===== src/rtl/pll_ctrl_pkg.sv =====
// Shared types and verdict codes for the PLL lock controller.
// Latency: n/a (declarations only).
// Backpressure: n/a.
package pll_ctrl_pkg;

    // Loop sequencer states
    typedef enum logic [2:0] {
        IDLE    = 3'd0,
        CMP_RST = 3'd1,
        ACQUIRE = 3'd2,
        TRACK   = 3'd3,
        LOCKED  = 3'd4
    } state_t;

    // Comparator verdict encodings
    localparam logic [1:0] ADJ_UP   = 2'b11;
    localparam logic [1:0] ADJ_DOWN = 2'b00;
    localparam logic [1:0] ADJ_HOLD = 2'b01;
    localparam logic [1:0] ADJ_BAD  = 2'b10;

    // Direction of the most recent coarse step
    typedef enum logic [1:0] {
        NONE = 2'd0,
        UP   = 2'd1,
        DOWN = 2'd2
    } dir_t;

endpackage


===== src/rtl/pll_lock_controller_sat_step.sv =====
// Saturating add/subtract of a step to an unsigned frequency word.
// Latency: combinational, zero cycles.
// Backpressure: none; pure function of its inputs.
//   Word   in  WORD_W  current word
//   Step   in  WORD_W  step magnitude
//   Down   in  1       1 = subtract, 0 = add
//   Result out WORD_W  word clamped to [0, 2^WORD_W-1]
module sat_step #(
    parameter int WORD_W = 8
) (
    input  logic [WORD_W-1:0] Word,
    input  logic [WORD_W-1:0] Step,
    input  logic              Down,
    output logic [WORD_W-1:0] Result
);

    logic [WORD_W:0] sum;

    always_comb begin
        sum    = {1'b0, Word} + {1'b0, Step};
        Result = Word;
        if (Down) begin
            Result = (Word < Step) ? '0 : (Word - Step);
        end else begin
            // Carry out of the top bit means the add overflowed
            Result = sum[WORD_W] ? '1 : sum[WORD_W-1:0];
        end
    end

endmodule


===== src/rtl/pll_lock_controller.sv =====
// Steers the DCO word from comparator verdicts: coarse acquire, fine track, lock.
// Latency: a verdict strobed at cycle N updates FreqWord/Locked/LockLost at N+1.
// Backpressure: none; every AdjValid strobe is consumed, except in IDLE/CMP_RST or with Enable low.
//   Clk, Reset (sync, active-high), Enable, AdjustFreq[1:0], AdjValid in;
//   FreqWord[WORD_W-1:0], CmpReset, Locked, LockLost, CodeErr out (all registered).
module pll_lock_controller
    import pll_ctrl_pkg::*;
#(
    parameter int WORD_W         = 8,
    parameter int INIT_WORD      = 128,
    parameter int COARSE_STEP    = 8,
    parameter int LOCK_COUNT     = 4,
    parameter int UNLOCK_COUNT   = 2,
    parameter int CMP_RST_CYCLES = 2
) (
    input  logic              Clk,
    input  logic              Reset,
    input  logic              Enable,
    input  logic [1:0]        AdjustFreq,
    input  logic              AdjValid,
    output logic [WORD_W-1:0] FreqWord,
    output logic              CmpReset,
    output logic              Locked,
    output logic              LockLost,
    output logic              CodeErr
);

    localparam logic [WORD_W-1:0] INIT_W   = WORD_W'(INIT_WORD);
    localparam logic [WORD_W-1:0] COARSE_W = WORD_W'(COARSE_STEP);
    localparam logic [WORD_W-1:0] FINE_W   = WORD_W'(1);
    localparam logic [3:0]        LOCK_N   = 4'(LOCK_COUNT);
    localparam logic [3:0]        UNLOCK_N = 4'(UNLOCK_COUNT);
    localparam logic [2:0]        RST_N    = 3'(CMP_RST_CYCLES);

    state_t      state;
    dir_t        lastDir;
    logic [3:0]  holdCnt;
    logic [3:0]  missCnt;
    logic [2:0]  rstCnt;

    logic              isUp;
    logic              isDown;
    logic              isHold;
    logic              isBad;
    logic              reversal;
    logic [WORD_W-1:0] stepSize;
    logic [WORD_W-1:0] steppedWord;

    assign isUp     = (AdjustFreq == ADJ_UP);
    assign isDown   = (AdjustFreq == ADJ_DOWN);
    assign isHold   = (AdjustFreq == ADJ_HOLD);
    assign isBad    = (AdjustFreq == ADJ_BAD);
    // A coarse step against the previous one means we bracketed the target
    assign reversal = (isUp && lastDir == DOWN) || (isDown && lastDir == UP);
    assign stepSize = (state == ACQUIRE) ? COARSE_W : FINE_W;

    sat_step #(
        .WORD_W (WORD_W)
    ) u_sat_step (
        .Word   (FreqWord),
        .Step   (stepSize),
        .Down   (isDown),
        .Result (steppedWord)
    );

    always_ff @(posedge Clk) begin
        if (Reset) begin
            state    <= IDLE;
            lastDir  <= NONE;
            holdCnt  <= '0;
            missCnt  <= '0;
            rstCnt   <= '0;
            FreqWord <= INIT_W;
            CmpReset <= 1'b0;
            Locked   <= 1'b0;
            LockLost <= 1'b0;
            CodeErr  <= 1'b0;
        end else begin
            LockLost <= 1'b0;
            if (!Enable) begin
                // Word is held so the DCO stays put while the loop is open
                state    <= IDLE;
                lastDir  <= NONE;
                holdCnt  <= '0;
                missCnt  <= '0;
                rstCnt   <= '0;
                CmpReset <= 1'b0;
                Locked   <= 1'b0;
            end else begin
                case (state)
                    IDLE: begin
                        state    <= CMP_RST;
                        FreqWord <= INIT_W;
                        CmpReset <= 1'b1;
                        rstCnt   <= 3'd1;
                    end
                    CMP_RST: begin
                        // rstCnt counts cycles CmpReset has already been high
                        if (rstCnt == RST_N) begin
                            state    <= ACQUIRE;
                            CmpReset <= 1'b0;
                            rstCnt   <= '0;
                            lastDir  <= NONE;
                        end else begin
                            rstCnt <= rstCnt + 3'd1;
                        end
                    end
                    ACQUIRE: begin
                        if (AdjValid) begin
                            if (isBad) begin
                                CodeErr <= 1'b1;
                            end else if (isHold) begin
                                state   <= TRACK;
                                holdCnt <= '0;
                            end else begin
                                FreqWord <= steppedWord;
                                lastDir  <= isUp ? UP : DOWN;
                                if (reversal) begin
                                    state   <= TRACK;
                                    holdCnt <= '0;
                                end
                            end
                        end
                    end
                    TRACK: begin
                        if (AdjValid) begin
                            if (isBad) begin
                                CodeErr <= 1'b1;
                            end else if (isHold) begin
                                if (holdCnt + 4'd1 == LOCK_N) begin
                                    state   <= LOCKED;
                                    Locked  <= 1'b1;
                                    holdCnt <= '0;
                                    missCnt <= '0;
                                end else begin
                                    holdCnt <= holdCnt + 4'd1;
                                end
                            end else begin
                                FreqWord <= steppedWord;
                                holdCnt  <= '0;
                            end
                        end
                    end
                    LOCKED: begin
                        if (AdjValid) begin
                            if (isBad) begin
                                CodeErr <= 1'b1;
                            end else if (isHold) begin
                                missCnt <= '0;
                            end else begin
                                FreqWord <= steppedWord;
                                if (missCnt + 4'd1 == UNLOCK_N) begin
                                    state    <= TRACK;
                                    Locked   <= 1'b0;
                                    LockLost <= 1'b1;
                                    holdCnt  <= '0;
                                    missCnt  <= '0;
                                end else begin
                                    missCnt <= missCnt + 4'd1;
                                end
                            end
                        end
                    end
                    default: begin
                        state <= IDLE;
                    end
                endcase
            end
        end
    end

endmodule


===== config.mk =====
export PLATFORM = sky130hd
export DESIGN_NAME = pll_lock_controller
export DESIGN_NICKNAME = d
export VERILOG_FILES = /design/src/rtl/pll_ctrl_pkg.sv /design/src/rtl/pll_lock_controller_sat_step.sv /design/src/rtl/pll_lock_controller.sv
export SDC_FILE = /design/constraint.sdc
export NUM_CORES = 1
export LEC_CHECK = 0
export CAP_MARGIN = 20
export CORE_MARGIN = 10
export CORE_UTILIZATION = 60
export CTS_CLUSTER_SIZE = 30
export DETAILED_ROUTE_END_ITERATION = 10
export GPL_ROUTABILITY_DRIVEN = 0
export MAX_ROUTING_LAYER = met4
export PLACE_DENSITY = 0.92
export SYNTH_ARGS = -nofsm -noshare
export SYNTH_HDL_FRONTEND = slang
export SYNTH_HIERARCHICAL = 1
export SYNTH_SLANG_ARGS = --single-unit

===== constraint.sdc =====
create_clock -name Clk -period 4.2 [get_ports Clk]
set_input_delay 1.26 -clock Clk [delete_from_list [all_inputs] [get_ports Clk]]
set_output_delay 1.26 -clock Clk [all_outputs]
set_load 0.01 [all_outputs]

==> results.py <==
metrics = {
    "detailed_routing": {
        "drt_iter0_markers": 245,
        "drc": 0,
        "vias": 2474,
        "antenna_left": 0,
        "drt-total-wl_mm": 6.02,
        "drtPass1Iterations": 5,
        "post_drt_wl_per_cell_um": 15.1,
        "via_per_inst": 6.22,
    },
    "die": {
        "die_y_um": 85.2,
        "core.rowCount": 23,
        "core_area_um2": 4060,
        "start_util": 0.628,
        "fp.dieW_um": 85.2,
        "io-pin-count": 18,
        "dieArea_um2": 7250,
    },
    "clocking": {
        "clkSinkCount": 28,
        "postCtsHoldBufs": 0,
        "h-tree-depth": 1,
        "cts_post_setup_buffers_inserted": 0,
        "numCtsBuffers": 3,
        "cts_tree": "built",
        "ctsLongestPathBuffers": 2,
        "clk_pin_slew_ns": 0.10,
        "cts-root-buf": "clkbuf_8",
        "cts-resized-gates": 0,
        "clk_latency_ns": 0.28,
    },
    "setup_path": {
        "critPathLaunchType": "flip-flop",
        "crit_required_ns": 4.41,
        "critPathKind": "flip-flop to flip-flop",
        "worstPathArrival_ns": 3.69,
        "critical_path.max_fanout": 14,
        "end_kind": "flip-flop",
    },
    "logic_synthesis": {
        "synth_warnings": 6,
        "ys_types": 71,
        "synth_edf_count": 0,
        "synthFlopType": "dfxtp_1",
        "synth.avg_cell_area_um2": 7.77,
        "ys_ff_latch": 28,
        "syn_inst": 328,
        "synthArstFlopShare": 0,
        "synth_area_um2": 2550,
        "ys_seq_area_frac": 0.220,
    },
    "sta": {
        "tns_ns": 0,
        "setup_slack_ns": 0.722,
        "drv_slew": 0,
        "finalCritPeriodShare": 0.828,
        "fmax_mhz": 287,
        "setup_viol": 0,
        "rsz0062_at_grt": "false",
        "hold_viol_final": 0,
        "period_needed_ns": 3.48,
        "relSlewSlack": 0.534,
        "worst_pin_slew_ns": 0.698,
        "clock_skew_ns": 0.00362,
    },
    "power_and_ir_drop": {
        "power_leakage_uw": 0.00110,
        "finalPower_uw": 568,
        "power-per-cell-area_nw_per_um2": 202,
        "vdd_ir_drop_max_v": 0.000158,
    },
    "global_routing": {
        "antenna_found_initial": 0,
        "grt_pass1_wl_mm": 10.4,
        "grt_pass1_vias": 2262,
        "grt_util_all_layers": 0.169,
        "grt_max_degree": 18,
        "gr-total-overflow": 0,
    },
    "final_layout": {
        "syn2layout_area_growth_pct": 10.3,
        "nets": 377,
        "final_common_cell": "nand2_1",
        "finalInstanceArea_um2": 2810,
        "fillers": 329,
        "drive_above_1_share": 0.101,
        "antenna_cells": 0,
        "final_cell_mix": "nand2_1 (35), a21oi_1 (32), dfxtp_1 (28), nor2_1 (28), inv_1 (21)",
    },
    "placement": {
        "io_buffers": 17,
        "dp_slack_ns": 0.607,
        "detailed_place_hpwl_mm": 4.55,
        "placed_area_um2": 2740,
    },
    "flow_run": {
        "cap_violations": 0,
    },
    "outcome": {
        "status": "completed",
    },
    "hold_path": {
        "hold_path_class": "flip-flop to flip-flop",
    },
}
## worst paths after layout
kind,from,endpoint,slack [ns],depth (start not counted)
max,state[2]$_SDFFE_PP0P_,FreqWord[6]$_SDFFE_PP0P_,0.72,13
min,CodeErr$_SDFFE_PP0P_,CodeErr$_SDFFE_PP0P_,0.49,2
max reg2reg,state[2]$_SDFFE_PP0P_,FreqWord[6]$_SDFFE_PP0P_,0.72,13
min reg2reg,CodeErr$_SDFFE_PP0P_,CodeErr$_SDFFE_PP0P_,0.49,2
## per-stage QoR
stage | instances | hold WS, ns | util
finish | 398 | 0.494 | 0.693
global route | 398 | 0.539 | 0.693
CTS | 398 | 0.501 | 0.693
detailed placement | 394 | 0.476 | 0.675
global placement | 394 | 0.449 | 0.675
floorplan | 341 | 0.471 | -
## logic make-up after synthesis
group	synth area share
AOI/OAI and AO/OA	0.291
xor gates and xnor gates	0.00344
adders and majority gates	0.114
buffers and inverters	0.0766
DFF	0.220
muxes	0.0123
other	0.00147
and+or+nand+nor	0.281
## state kept, by name, indices dropped and copies added (netlist names), 2 cells and up
signal / flops
state: 3
missCnt: 4
holdCnt: 4
lastDir: 2
FreqWord: 8
rstCnt: 3
## per-layer routing
metal / global-route usage / vias to the layer above / share of wire
met5: - / - / 0
met1: 0.213 / 1130 / 0.45
met3: 0.0277 / 14 / 0.081
met4: 0.0344 / 0 / 0.016
met2: 0.275 / 116 / 0.45
li1: - / 1214 / -
## worst max-delay path, cell delays in order, from the launching register on
cell and delay [ns]:
dfxtp_1 0.48, nand2b_2 0.30, nand2b_4 0.20, inv_2 0.13, inv_1 0.06, ha_1 0.40, nor3b_1 0.29, nor3_1 0.14
o31ai_1 0.40, a21o_1 0.20, a31oi_1 0.06, o21ai_1 0.16, or3b_2 0.45, a21oi_1 0.15
## final cells by class
class / instances / area, um^2 / area share
clock buffer: 3 / 41.3 / 0.0147
clock inverter: 1 / 30.0 / 0.0107
inverter: 24 / 90.1 / 0.0321
multi-input combinational: 273 / 1840 / 0.655
sequential: 28 / 561 / 0.199
tap: 50 / 62.6 / 0.0223
timing repair buffer: 19 / 185 / 0.0659
## power by group
part           switching, uW  total (uW)  internal (uW)
registers               3.20         271            267
logic                   49.6        79.6           30.0
clock network           89.6         217            128
total                    142         568            425
## synthesized netlist by cell type (all sizes together), types with 7 or more instances
library cell,number,area share
nand2,36,0.054
a21oi,33,0.066
nor2,29,0.044
dfxtp,28,0.22
inv,24,0.035
ha,20,0.098
o21ai,17,0.035
buf,12,0.035
nand3,10,0.022
nor2b,9,0.022
nand2b,7,0.026
nor3,7,0.014
or3b,7,0.024
Note: power is estimated with default switching activity, not from simulation.
